===== src/rtl/decoder_dispatch.sv =====
// Registered index-to-one-hot dispatcher: accepts one request at a time, drives
// the select mask and payload, and retires when every selected destination acks.
module decoder_dispatch #(
  parameter int IN_LEN  = 3,
  parameter int OUT_LEN = (1 << IN_LEN),
  parameter int DATA_W  = 16
) (
  input  logic                clk,
  input  logic                rstn,
  input  logic                in_valid,
  output logic                in_ready,
  input  logic [IN_LEN-1:0]   in_sel,
  input  logic                in_bcast,
  input  logic [DATA_W-1:0]   in_data,
  output logic [OUT_LEN-1:0]  out_sel,
  output logic [DATA_W-1:0]   out_data,
  input  logic [OUT_LEN-1:0]  out_ack,
  output logic                done,
  output logic                err_oob,
  output logic                dbg_state
);

  // Handshake: a request transfers on any rising edge where in_valid and
  // in_ready are both high; in_ready depends only on state, never on in_valid.

  typedef enum logic {
    S_IDLE  = 1'b0,
    S_ISSUE = 1'b1
  } state_t;

  localparam logic [IN_LEN:0] OUT_LEN_W = OUT_LEN[IN_LEN:0];

  state_t              state_q, state_d;
  logic [OUT_LEN-1:0]  pend_q, pend_d;
  logic [DATA_W-1:0]   data_q, data_d;
  logic                done_q, done_d;
  logic                err_q, err_d;

  logic [OUT_LEN-1:0]  onehot;
  logic [OUT_LEN-1:0]  remain;
  logic                sel_oob;

  always_comb begin
    onehot = '0;
    for (int i = 0; i < OUT_LEN; i++) begin
      onehot[i] = (in_sel == IN_LEN'(i));
    end
  end

  // Extra bit so a full 2**IN_LEN destination count compares correctly.
  assign sel_oob = ({1'b0, in_sel} >= OUT_LEN_W);
  assign remain  = pend_q & ~out_ack;

  always_comb begin
    state_d = state_q;
    pend_d  = pend_q;
    data_d  = data_q;
    done_d  = 1'b0;
    err_d   = 1'b0;
    case (state_q)
      S_IDLE: begin
        if (in_valid) begin
          if (!in_bcast && sel_oob) begin
            err_d = 1'b1;
          end else begin
            state_d = S_ISSUE;
            pend_d  = in_bcast ? {OUT_LEN{1'b1}} : onehot;
            data_d  = in_data;
          end
        end
      end
      S_ISSUE: begin
        // Acks outside the pending mask fall away in the AND.
        pend_d = remain;
        if (remain == '0) begin
          state_d = S_IDLE;
          done_d  = 1'b1;
        end
      end
      default: begin
        state_d = S_IDLE;
        pend_d  = '0;
      end
    endcase
  end

  always_ff @(posedge clk or negedge rstn) begin
    if (!rstn) begin
      state_q <= S_IDLE;
      pend_q  <= '0;
      data_q  <= '0;
      done_q  <= 1'b0;
      err_q   <= 1'b0;
    end else begin
      state_q <= state_d;
      pend_q  <= pend_d;
      data_q  <= data_d;
      done_q  <= done_d;
      err_q   <= err_d;
    end
  end

  assign in_ready  = (state_q == S_IDLE);
  assign out_sel   = pend_q;
  assign out_data  = data_q;
  assign done      = done_q;
  assign err_oob   = err_q;
  assign dbg_state = (state_q == S_ISSUE);

endmodule


===== config.mk =====
export PLATFORM = sky130hd
export DESIGN_NAME = decoder_dispatch
export DESIGN_NICKNAME = d
export VERILOG_FILES = /design/src/rtl/decoder_dispatch.sv
export SDC_FILE = /design/constraint.sdc
export NUM_CORES = 1
export LEC_CHECK = 0
export ABC_AREA = 0
export CORE_ASPECT_RATIO = 1.4
export CORE_MARGIN = 2
export CORE_UTILIZATION = 36
export CTS_CLUSTER_SIZE = 40
export DETAILED_ROUTE_END_ITERATION = 10
export PLACE_DENSITY = 0.76
export SYNTH_ARGS = -nofsm -noshare
export SYNTH_HDL_FRONTEND = slang
export SYNTH_SLANG_ARGS = --single-unit

===== constraint.sdc =====
create_clock -name clk -period 1.2 [get_ports clk]
set_input_delay 0.3 -clock clk [delete_from_list [all_inputs] [get_ports clk]]
set_output_delay 0.3 -clock clk [all_outputs]
set_load 0.005 [all_outputs]

### Word level (Yosys, flattened, before mapping)

Index checks and enable logic that the tools add are counted.

* register bits: 26
* input bits: 31
* output and inout port bits: 28
* word-level logic and storage cells: 26

* equality and inequality tests: 8
* mux-type cells: 8
* bitwise gates (word level): 3
* reduce and logical (&&, ||, !) cells: 3

Operators with widths (count)
* $mux 8: 2
* $pmux 8 s2: 1
* $eq 3x3->1 const B: 4
* $and 8x8->8: 1
* $logic_not 8->1: 1
* $not 8->8: 1
* $eq 3x2->1 const B: 2
* $mux 1: 4
* $eq 3x1->1 const B: 1
* $logic_not 3->1: 1
* $ne 2x2->1 const B: 1
* $pmux 1 s2: 1
* $reduce_and 2->1: 1
* $not 1->1: 1

### Logic depth before layout (Yosys ltp)

* depth in word-level cells: 5
* gate-level depth with buffers: 6

### Worst setup path before layout

OpenSTA, ideal clock, no wires.

* path type: register to register
* start point: register state_q (netlist: dbg_state)
* end point: register data_q[0] (netlist: out_data[0])
* setup time: 125 ps
* data arrival time: 1194 ps
* data required time: 1075 ps
* path slack: -119 ps
* cell stages (with the launch flop): 6
* buffers on the path: 3
* cell sequence: dfrtp_1 buf_4 nor2b_2 buf_6 buf_12 mux2_4

* cells in the longest elaborated chain, start to end: 2

Ends and longest elaborated chain
* start, declared: RTL line 33 `state_t state_q, state_d;`
* start signal, assigned: RTL line 95 `state_q <= state_d;`
* $not 1->1
* $reduce_and 2->1 (no source line)
* end signal, assigned: RTL line 97 `data_q <= data_d;`
* end, declared: RTL line 35 `logic [DATA_W-1:0] data_q, data_d;`

Every way passes these cells.
A chain may end at the register's enable or synchronous reset.

### Worst setup path after layout

* start point: register state_q (netlist: dbg_state)
* end point: register data_q[9] (netlist: out_data[9])

Same word-level chain as after synthesis.

==> reports/metrics.yaml <==
fin_nets: 217
yosys-top-cells-area: "dfrtp_1, mux2_4, mux2_2"
grt.total_usage_pct: 18.7
fin_crit_sh_pct: 108
antenna_cells: 0
start_util_pct: 38.1
worstPathMaxFanout: 8
wl_per_cell_um: 15.3
root_buffer: "clkbuf_8"
fillerInstances: 245
drt_iter0_drc: 12
coreArea_um2: 3150
grt_pass1_wl_mm: 5.29
power.total_mw: 4.86
maxCapViolations: 0
dp_hpwl_mm: 2.29
clock.fmax_mhz: 772
status: "finished with violations"
critPathArrivalTime_ns: 1.46
syn_area_per_cell_um2: 12.4
setup_viol: 21
cts_buffers: 3
ys_seq_area_share_pct: 54.2
maxSlewViolCount: 0
peakVddDrop_uv: 1380
fp.dieH_um: 72.3
pwr-share-seq_pct: 31.9
hold_buffers: 0
die_x_um: 52.8
grt_overflow_total: 0
whs_ns: 0.364
failed_checks: "setup timing"
reg2reg_from: "dbg_state"
syn_to_final_growth_pct: 79.6
grt_pass1_vias: 1162
cts_tree: "done"
place_congestion: 0.744
hold_violations: 0
r2r-end: "out_data[9]"
cts.htree.levels: 1
p_sw_share_pct: 29.3
clk_pin_slew_worst_paths_ns: 0.09
layout_common_cells: "clkdlybuf4s50_1, buf_4, dfrtp_1, mux2_4, clkbuf_2"
rsz0062_at_grt: "true"
worstSkewPairLatency_ns: 0.27
synth_cell_types: 27
intPower_mw: 3.44
final_cells: 224
regArea_um2: 651
r2r_cells: 4
cts.sinks: 26
syn_area_um2: 1200
multi_input_area_um2: 601
layout_setup_ws_ns: -0.0960
grt_max_degree: 27
row_count: 24
hold_class: "in2async"
synth_top_area_share_pct: 54.2
wl_mm: 3.44
antenna_found_initial: 0
pwr-share-clk_pct: 14.9
p_sw_mw: 1.42
cts_buffer_depth: 2
syn_nets: 128
drc_errors: 0
fin_util_pct: 68.3
drive_above_1_share_pct: 45.4
viasPerCell: 4.88
skew_ns: 0.00661
die_area_um2: 3820
place_inst: 201
ioPinCount: 59
syn_inst: 97
worstSetupStartpointType: "register"
first_pass_iters: 4
cellLeakagePower_nw: 1.03
vias: 1094
ys_seq_elements: 26
min_period_ns: 1.30
p_per_area_nw_per_um2: 2260
io_buffers: 57
endpoint_kind: "register"
rrSetupSlack_ns: -0.1
crit_type: "reg2reg"
synth_top_area_cell: "dfrtp_1"
postRouteAntennaNets: 0
ys_warn_count: 0
p_comb_share_pct: 53.2
cp.required_ns: 1.36
[layer usage]
layer / vias up / wire [µm] / track usage [%]
met1: 527 / 1290 / 21.6
met2: 43 / 1900 / 33.3
met4: 0 / 64 / 6.84
met3: 8 / 176 / 3.50
li1: 516 / - / -
met5: - / 0 / 0
[cells in the mapped netlist (all sizes together)]
cell    number
o221a        1
nor3b        2
nor2b        8
and3         2
clkbuf       1
buf          5
inv          1
o22ai        6
nor2         5
nor3         1
dfrtp       26
o21ai        6
and3b        3
a21boi       1
a31oi        1
nand2b       1
conb         1
o311ai       1
nand2        6
a21oi        2
mux2        16
nor4         1
[timing repair]
action | 4_1_cts | 5_1_grt
gates resized for setup | 77 | 31
setup buffers | 16 | 4
endpoints found under the setup margin | 49 | 41
pin swaps | 2 | 2
[power by group through the flow]
| stage | Combinational, mW | Clock [mW] | Sequential, mW |
|---|---|---|---|
| floorplan | 0.877 | 0 | 1.58 |
| global placement | 2.10 | 0 | 1.57 |
| detailed placement | 2.14 | 0 | 1.59 |
| CTS | 2.55 | 0.733 | 1.54 |
| global route | 2.78 | 0.758 | 1.60 |
| finish | 2.59 | 0.726 | 1.55 |
[worst max-delay path by stage]
stage / start / end / cells past startpoint
6_report: dbg_state / out_data[9] / 4
5_1_grt: dbg_state / out_sel[2] / 5
4_1_cts: dbg_state / in_ready / 2
3_5_place_dp: in_valid / out_data[1] / 4
3_3_place_gp: in_valid / out_data[2] / 4
2_1_floorplan: dbg_state / out_data[0] / 5
[critical path, stage by stage (launching register included)]
cell	delay (ns)
dfrtp_1	0.43
buf_6	0.14
nor2b_4	0.15
buf_8	0.16
mux2_4	0.30
[through the flow]
stage / cell area [µm²] / setup TNS, ns / worst slack (ns)
floorplan: 1210 / -0.738 / -0.0922
global placement: 1890 / -8.45 / -0.348
detailed placement: 1890 / -9.09 / -0.384
CTS: 2150 / -1.39 / -0.136
global route: 2150 / -3.01 / -0.177
finish: 2150 / -1.60 / -0.0960
[area by class of cell]
| cell class | instances | area share [%] |
|---|---|---|
| Timing Repair Buffer | 90 | 36.2 |
| Clock buffer | 3 | 1.92 |
| Clock inverter | 1 | 1.39 |
| Inverter | 1 | 0.174 |
| Tap cell | 39 | 2.26 |
| Multi-Input combinational cell | 64 | 27.9 |
| Sequential cell | 26 | 30.2 |
[cell families after synthesis]
logic type	share of synthesized area, %
AOI/OAI and AO/OA	9.28
buffers and inverters	4.90
DFF	54.2
muxes	17.5
other	0.313
and+or+nand+nor	13.8
[state kept, by name, summed over array words and instances, names as in the netlist]
| name | count |
|---|---|
| out_sel | 8 |
| dbg_state | 1 |
| out_data | 16 |
| done | 1 |
Note: power is estimated with default switching activity, not from simulation.
